[config.mk]
export PLATFORM = sky130hd
export DESIGN_NAME = dmem_responder
export DESIGN_NICKNAME = d
export VERILOG_FILES = /design/src/rtl/dmem_responder.sv
export SDC_FILE = /design/constraint.sdc
export NUM_CORES = 2
export LEC_CHECK = 0
export ABC_AREA = 1
export CORE_MARGIN = 2
export CORE_UTILIZATION = 44
export CTS_BUF_LIST = sky130_fd_sc_hd__clkbuf_8
export CTS_CLUSTER_SIZE = 16
export DETAILED_ROUTE_END_ITERATION = 6
export PLACE_DENSITY = 0.6
export SLEW_MARGIN = 10
export SYNTH_ARGS = -nofsm -noshare
export SYNTH_HDL_FRONTEND = slang
export SYNTH_SLANG_ARGS = --single-unit
[constraint.sdc]
create_clock -name clk -period 17.3 [get_ports clk]
set_clock_uncertainty 0.05 [all_clocks]
set_input_delay 2.595 -clock clk [delete_from_list [all_inputs] [get_ports clk]]
set_output_delay 2.595 -clock clk [all_outputs]
set_load 0.02 [all_outputs]
[src/rtl/dmem_responder.sv]
// MEM-stage data memory responder: RV32I byte/half/word loads and stores
// with a programmable wait-state FSM, alignment checking and error count.
module dmem_responder #(
    parameter int DM_ADDRESS  = 9,
    parameter int DATA_W      = 32,
    parameter int DEPTH_WORDS = 128,
    parameter int WAIT_STATES = 0
) (
    input  logic                  clk,
    input  logic                  reset,
    input  logic                  MemRead,
    input  logic                  MemWrite,
    input  logic [DM_ADDRESS-1:0] addr,
    input  logic [DATA_W-1:0]     wr_data,
    input  logic [2:0]            funct3,
    output logic [DATA_W-1:0]     rd_data,
    output logic                  ready,
    output logic                  misaligned,
    output logic [7:0]            err_count
);

    typedef enum logic [1:0] {
        S_IDLE,
        S_WAIT,
        S_RESP
    } state_t;

    localparam logic [2:0] CNT_INIT =
        (WAIT_STATES > 0) ? 3'(WAIT_STATES - 1) : 3'd0;

    logic [DATA_W-1:0] mem [DEPTH_WORDS];

    state_t state, state_n;
    logic [2:0] cnt, cnt_n;
    logic latch;

    logic                  l_rd, l_wr;
    logic [DM_ADDRESS-1:0] l_addr;
    logic [DATA_W-1:0]     l_wd;
    logic [2:0]            l_f3;

    logic                  c_rd, c_wr;
    logic [DM_ADDRESS-1:0] c_addr;
    logic [DATA_W-1:0]     c_wd;
    logic [2:0]            c_f3;
    logic                  fire;

    logic        legal, aligned, reject, we;
    logic [31:0] word, ld_val, st_lanes, new_word;
    logic [7:0]  ld_b;
    logic [15:0] ld_h;
    logic [3:0]  be;

    // Zero wait states serve the live inputs; otherwise the latched copy.
    always_comb begin
        if (WAIT_STATES == 0) begin
            c_rd   = MemRead;
            c_wr   = MemWrite;
            c_addr = addr;
            c_wd   = wr_data;
            c_f3   = funct3;
            fire   = (MemRead | MemWrite) & ~reset;
        end else begin
            c_rd   = l_rd;
            c_wr   = l_wr;
            c_addr = l_addr;
            c_wd   = l_wd;
            c_f3   = l_f3;
            fire   = (state == S_RESP) & ~reset;
        end
    end

    always_comb begin
        if (c_wr) begin
            legal = (c_f3 == 3'b000) || (c_f3 == 3'b001) || (c_f3 == 3'b010);
        end else begin
            legal = (c_f3[1:0] != 2'b11) && !(c_f3[2] && c_f3[1]);
        end
        case (c_f3[1:0])
            2'b01:   aligned = !c_addr[0];
            2'b10:   aligned = (c_addr[1:0] == 2'b00);
            default: aligned = 1'b1;
        endcase
        reject = !legal || !aligned;
    end

    always_comb begin
        word = mem[c_addr[DM_ADDRESS-1:2]];
        ld_b = word[{c_addr[1:0], 3'b000} +: 8];
        ld_h = c_addr[1] ? word[31:16] : word[15:0];
        case (c_f3[1:0])
            2'b00:   ld_val = {{24{~c_f3[2] & ld_b[7]}}, ld_b};
            2'b01:   ld_val = {{16{~c_f3[2] & ld_h[15]}}, ld_h};
            default: ld_val = word;
        endcase
    end

    // Replicate store data across lanes, then pick lanes by byte enable.
    always_comb begin
        case (c_f3[1:0])
            2'b00: begin
                st_lanes = {4{c_wd[7:0]}};
                be       = 4'b0001 << c_addr[1:0];
            end
            2'b01: begin
                st_lanes = {2{c_wd[15:0]}};
                be       = c_addr[1] ? 4'b1100 : 4'b0011;
            end
            default: begin
                st_lanes = c_wd;
                be       = 4'b1111;
            end
        endcase
        for (int i = 0; i < 4; i++) begin
            new_word[8*i +: 8] = be[i] ? st_lanes[8*i +: 8] : word[8*i +: 8];
        end
        we = fire & c_wr & ~reject;
    end

    always_ff @(posedge clk) begin
        if (we) begin
            mem[c_addr[DM_ADDRESS-1:2]] <= new_word;
        end
    end

    assign ready      = fire;
    assign misaligned = fire & reject;
    assign rd_data    = (fire & ~reject & ~c_wr) ? ld_val : '0;

    always_comb begin
        state_n = state;
        cnt_n   = cnt;
        latch   = 1'b0;
        unique case (state)
            S_IDLE: begin
                if ((MemRead | MemWrite) && (WAIT_STATES != 0)) begin
                    latch   = 1'b1;
                    cnt_n   = CNT_INIT;
                    state_n = (WAIT_STATES == 1) ? S_RESP : S_WAIT;
                end
            end
            S_WAIT: begin
                cnt_n = cnt - 3'd1;
                if (cnt == 3'd1) begin
                    state_n = S_RESP;
                end
            end
            S_RESP:  state_n = S_IDLE;
            default: state_n = S_IDLE;
        endcase
    end

    always_ff @(posedge clk) begin
        if (reset) begin
            state <= S_IDLE;
            cnt   <= '0;
        end else begin
            state <= state_n;
            cnt   <= cnt_n;
        end
    end

    always_ff @(posedge clk) begin
        if (reset) begin
            l_rd   <= 1'b0;
            l_wr   <= 1'b0;
            l_addr <= '0;
            l_wd   <= '0;
            l_f3   <= '0;
        end else if (latch) begin
            l_rd   <= MemRead;
            l_wr   <= MemWrite;
            l_addr <= addr;
            l_wd   <= wr_data;
            l_f3   <= funct3;
        end
    end

    // A rejected conflicting request still counts only once.
    always_ff @(posedge clk) begin
        if (reset) begin
            err_count <= '0;
        end else if (fire && (reject || (c_rd && c_wr)) && (err_count != 8'hFF)) begin
            err_count <= err_count + 8'd1;
        end
    end

endmodule

== After elaboration in Yosys (flattened, before gate mapping) ==
Memories as Yosys holds them, arrays and structs flattened.
Cells that the tools add are included.
Storage, ports and cells
  ROM bits: 0
  latch bits: 0
  output and inout bits: 42
  memories kept: 1
  memory bits (writable): 4096
  bits in registers: 8
Memories
  mem: depth 128, width 32, read ports 1, clocked after memory_dff 0, write ports 1, line 31  | logic [DATA_W-1:0] mem [DEPTH_WORDS];
Cells by class
  reduce and logical (&&, ||, !) cells: 16
  shift-type cells: 2
  bitwise logic cells: 13
  mux-type cells: 14
  $mul: 0
  $lt $le $gt $ge: 0
  add/sub/neg operators: 1
  div/mod/pow operators: 0
  eq/ne operators: 6
Operators with widths (number)
  case mux 32 bit (2 select lines): 2
  two-way mux 32 bit: 1
  two-way mux 8 bit: 4
  variable part select 32 x 6 -> 8 bit: 1
  two-way mux 16 bit: 1
  adder 8 x 1 -> 8 bit (second input constant): 1
  AND 1 bit: 8
  inequality test 8 bit (second input constant): 1
  case mux 4 bit (2 select lines): 1
  logical AND 1 bit: 5
  zero test 1 bit: 4
  zero test 2 bit: 2
  logical OR 1 bit: 4
  two-way mux 4 bit: 1
  NOT 1 bit: 4
  << shifter 1 x 2 -> 4 bit (first input constant): 1
  == test 3 x 1 -> 1 bit (second input constant): 1
  == test 3 x 2 -> 1 bit (second input constant): 1
  zero test 3 bit: 1
  two-way mux 1 bit: 3
  == test 2 x 1 -> 1 bit (second input constant): 1
  == test 2 bit (second input constant): 1
  inequality test 2 bit (second input constant): 1
  case mux 1 bit (2 select lines): 1
  bitwise OR 1 bit: 1

== Logic depth before layout (Yosys ltp) ==
  word-level depth: 10
  mapped depth: 21

== Worst setup path after synthesis ==
OpenSTA, ideal clock, no wires.
  kind: input to register
  from: in addr[2]
  to: mem mem[0][18], data pin
  setup time: 1.197 ns
  required time: 16.053 ns
  arrival time: 9.022 ns
  path buffers: 4
  cell stages on the path: 13
  setup slack: 7.031 ns
  path through: buf_4 > buf_2 > nor2_2 > buf_2 > buf_1 > nand2_1 > nand4_1 > o21ai_0 > nand2_1 > nor2_1 > nand2_1 > nor2_1 > o21ai_0
Between the ends
  longest elaborated chain between the ends: 2
RTL lines
  start, declared: line 13  | input logic [DM_ADDRESS-1:0] addr,
  memory (128 x 32 bit)
  two-way mux 8 bit: line 115  | new_word[8*i +: 8] = be[i] ? st_lanes[8*i +: 8] : word[8*i +: 8];
  named net new_word[18]: line 49  | logic [31:0] word, ld_val, st_lanes, new_word;
  end, declared: line 31
The timed path passes the listed nets, and every way through them passes these cells.

== Worst setup path after layout ==
  from: in addr[3]
  to: out rd_data[4]
Between the ends
  longest elaborated chain between the ends: 4
  elaborated cells between the ends (all ways): 5
  classes of those cells: shift (1); mux (3); memory (1)
RTL lines
  memory (128 x 32 bit) (*)
  variable part select 32 x 6 -> 8 bit or two-way mux 16 bit (tied branches): line 89, 90
  case mux 32 bit (2 select lines) (*): line 91  | case (c_f3[1:0])
  two-way mux 32 bit (*): line 128  | assign rd_data = (fire & ~reject & ~c_wr) ? ld_val : '0;
  end, declared: line 16  | output logic [DATA_W-1:0] rd_data,
Every way passes the cells marked *; elsewhere a longest branch is shown, timed or not.

==> results.yml <==
synthesis:
  ys_warn_count: 0
  synth_top_family_by_area: "simple AND/OR/NAND/NOR gates"
  avgSynthCellArea_um2: 13.57
  synthFlopType: "edfxtp_1"
  synth.area.mux_share_pct: 0
  synth_compound_area_share_pct: 4.854
  synth_cells: 11570
  syn-num-nets: 11620
  synth-simple-area-share_pct: 13.83
  synth-edff-count: 4096
  synthAdderAreaFrac_pct: 0.03986
  synth_area_um2: 156900
  ys_seq_area_share_pct: 78.48
  synth.largest_area_cell: "edfxtp_1"
  ys_async_sr_fraction_pct: 0
  synth.distinct_cells: 41
  netlist_top_cells_area: "edfxtp_1, nand2_1, a22oi_1"
  synth_top_area_share_pct: 78.37
  synth-xor-area-share_pct: 0
  synth-seq-cells: 4104
sta:
  setup_viol: 0
  finalCriticalPeriod_ns: 11.59
  maxSlewHeadroom_pct: 9.060
  slew_violations: 0
  max_freq_ghz: 0.08628
  worstMarginPinSlew_ns: 1.350
  finalHoldWorstSlack_ns: 0.4599
  fin_crit_sh_pct: 66.99
  rsz0062_at_grt: "no"
  hold_violations: 0
  fin_tns_setup_ns: 0
worst_hold_path:
  hp-class: "reg2reg"
setup_path:
  cpMostUsedCell: "nand2_1"
  worstPathRequired_ns: 14.66
  worst-path-buf-inv: 5
  cpLargestDelayFamily: "buffers and inverters"
  crit_chain: "clkdlybuf4s50_1 -> nor2_4 -> nand2_4 -> inv_8 -> buf_12 -> buf_4 -> nand2_1 -> nand4_1 -> o21ai_0 -> nand2_1 -> nand2_1 -> nand2_1 -> nor2_1 -> nand2_1 -> nand2_1 -> nand2_1 -> nand2_1 -> a21oi_1 -> clkdlybuf4s50_1"
  cp_max_fo: 72
  worst_path_max_delay_cell: "buf_4"
  slowest_delay_ns: 0.73
  cp-end-kind: "output pin"
  worstSetupPathType: "in2out"
  critPathArrivalTime_ns: 8.94
  start_kind: "input port"
route:
  wire_per_inst_um: 31.17
  dr.pass1.iters: 6
  finalWirelength_um: 541200
  ant_nets: 0
  drc: 0
  initialDrtViolationCount: 16530
  avgViaCountPerCell: 5.892
  vias: 102300
placement:
  hpwl_um: 310800
  place.gp.congestion: 0.9580
  dpl_cell_area_um2: 165700
  io_buffers: 89
  dp_cells: 16210
final_layout:
  postLayoutCoreUtil_pct: 49.85
  area_growth_pct: 12.89
  nets: 12160
  fill_cells: 30120
  layoutNonFillerInstCount: 17360
  stdcell_area_um2: 177200
  drive_above_1_share_pct: 11.05
die:
  start_util_pct: 44.16
  die_area_um2: 361500
  core-area_um2: 355400
  num_io_pins: 90
  die_h_um: 601.2
  die_w_um: 601.2
  rows: 219
outcome:
  status: "complete, no violations"
global_route:
  grt_antenna_before_repair: 41
  grt_use_total_pct: 29.29
  grt_pass1_wl_um: 747800
  grt_pass1_vias: 96420
  grt_start_max_net_pins: 109
  grt_overflow: 0
clock_network:
  cts_buffers: 643
  insertion_delay_ns: 1.24
  holdBufCountCts: 0
  cts_tree: "yes"
  cts-htree-levels: 6
  clk_pin_slew_worst_paths_ns: 0.06
  cts_root_buffer: "clkbuf_8"
  cts_buffer_depth: 4
  cts.sinks: 4104
  postCtsResizedCells: 0
  postCtsSetupBuffers: 0
power_and_ir_drop:
  p_leak_nw: 61.24
  vdd_drop_max_mv: 0.07984
  p_per_area_nw_per_um2: 113.8
flow_run:
  maxCapViolCount: 0
-- worst reg2reg max path: cells and delay by family (launching register included) --
family / cells / cell delay [ns]
AO/OA/AOI/OAI: 1 / 0.07
flip-flops: 1 / 0.35
buffers and inverters: 4 / 0.98
AND/OR/NAND/NOR: 11 / 2.47
-- power by group --
| group | switching (W) | total, W | internal [W] |
|---|---|---|---|
| combinational | 0.00117 | 0.00140 | 0.000226 |
| clock | 0.00387 | 0.00750 | 0.00363 |
| sequential | 0.00000158 | 0.0113 | 0.0113 |
-- Yosys cell counts (72+ instances only) --
cell      count
edfxtp_1   4096
nand2_1    3586
nor2_1      640
nand4_1     504
inv_1       492
a22oi_1     475
nand3_1     378
o21ai_0     355
buf_2       298
clkbuf_1    170
a21oi_1     127
a22o_1       75
or2_2        72
-- cells by family after synthesis --
family	Yosys count
flip-flops	4104
AO/OA/AOI/OAI	1175
AND/OR/NAND/NOR	5229
buffers and inverters	1054
adder cells (fa/ha/maj)	5
-- routing by layer --
metal | up-vias | GRT usage, % | wire, um
met5 | - | 0 | 94
met4 | 14 | 14.82 | 30120
met3 | 1148 | 7.333 | 70360
met2 | 7024 | 43.58 | 238200
met1 | 51330 | 40.08 | 202300
li1 | 42780 | - | -
-- sequential cells by signal, summed over array words and instances (netlist names) --
| register | flops |
|---|---|
| mem | 4096 |
| err_count | 8 |
-- cell type report --
cell class | instances | area [um2] | area share (%)
Sequential cell | 4104 | 123200 | 69.52
Multi-Input combinational cell | 6409 | 30850 | 17.41
Clock buffer | 650 | 8946 | 5.050
Tap cell | 4751 | 5944 | 3.355
Timing Repair Buffer | 443 | 3845 | 2.170
Clock inverter | 482 | 2461 | 1.389
Inverter | 505 | 1916 | 1.081
Antenna cell | 17 | 42.54 | 0.02401
-- worst paths after layout --
kind	from	end	slack, ns	cells after the start
setup / recovery	addr[3]	rd_data[4]	5.71	19
setup reg to reg	mem[1][15]$_DFFE_PP_	mem[72][15]$_DFFE_PP_	12.65	16
hold reg to reg	err_count[4]$_SDFFE_PP0P_	err_count[4]$_SDFFE_PP0P_	0.46	2
hold / removal	err_count[4]$_SDFFE_PP0P_	err_count[4]$_SDFFE_PP0P_	0.46	2
-- stage by stage --
step / total power (W) / setup slack (ns)
2_1_floorplan: 0.01221 / 7.031
3_5_place_dp: 0.01282 / 5.944
3_3_place_gp: 0.01279 / 5.879
6_report: 0.02015 / 5.710
4_1_cts: 0.02016 / 5.913
5_1_grt: 0.02066 / 5.634
-- placed cells by master, fill, tap and decap left out, types with 45 or more instances in the layout --
| cell | count |
|---|---|
| edfxtp_1 | 4096 |
| nand2_1 | 3574 |
| inv_1 | 728 |
| clkbuf_8 | 650 |
| nand4_1 | 504 |
| nor2_1 | 495 |
| a22oi_1 | 475 |
| nand3_1 | 378 |
| buf_4 | 330 |
| o21ai_0 | 312 |
| clkinv_1 | 145 |
| nor2_4 | 141 |
| a21oi_1 | 126 |
| clkdlybuf4s50_1 | 88 |
| a22o_1 | 75 |
| or2_2 | 72 |
| o21ai_1 | 70 |
| clkinv_2 | 45 |
Note: power is estimated with default switching activity, not from simulation.
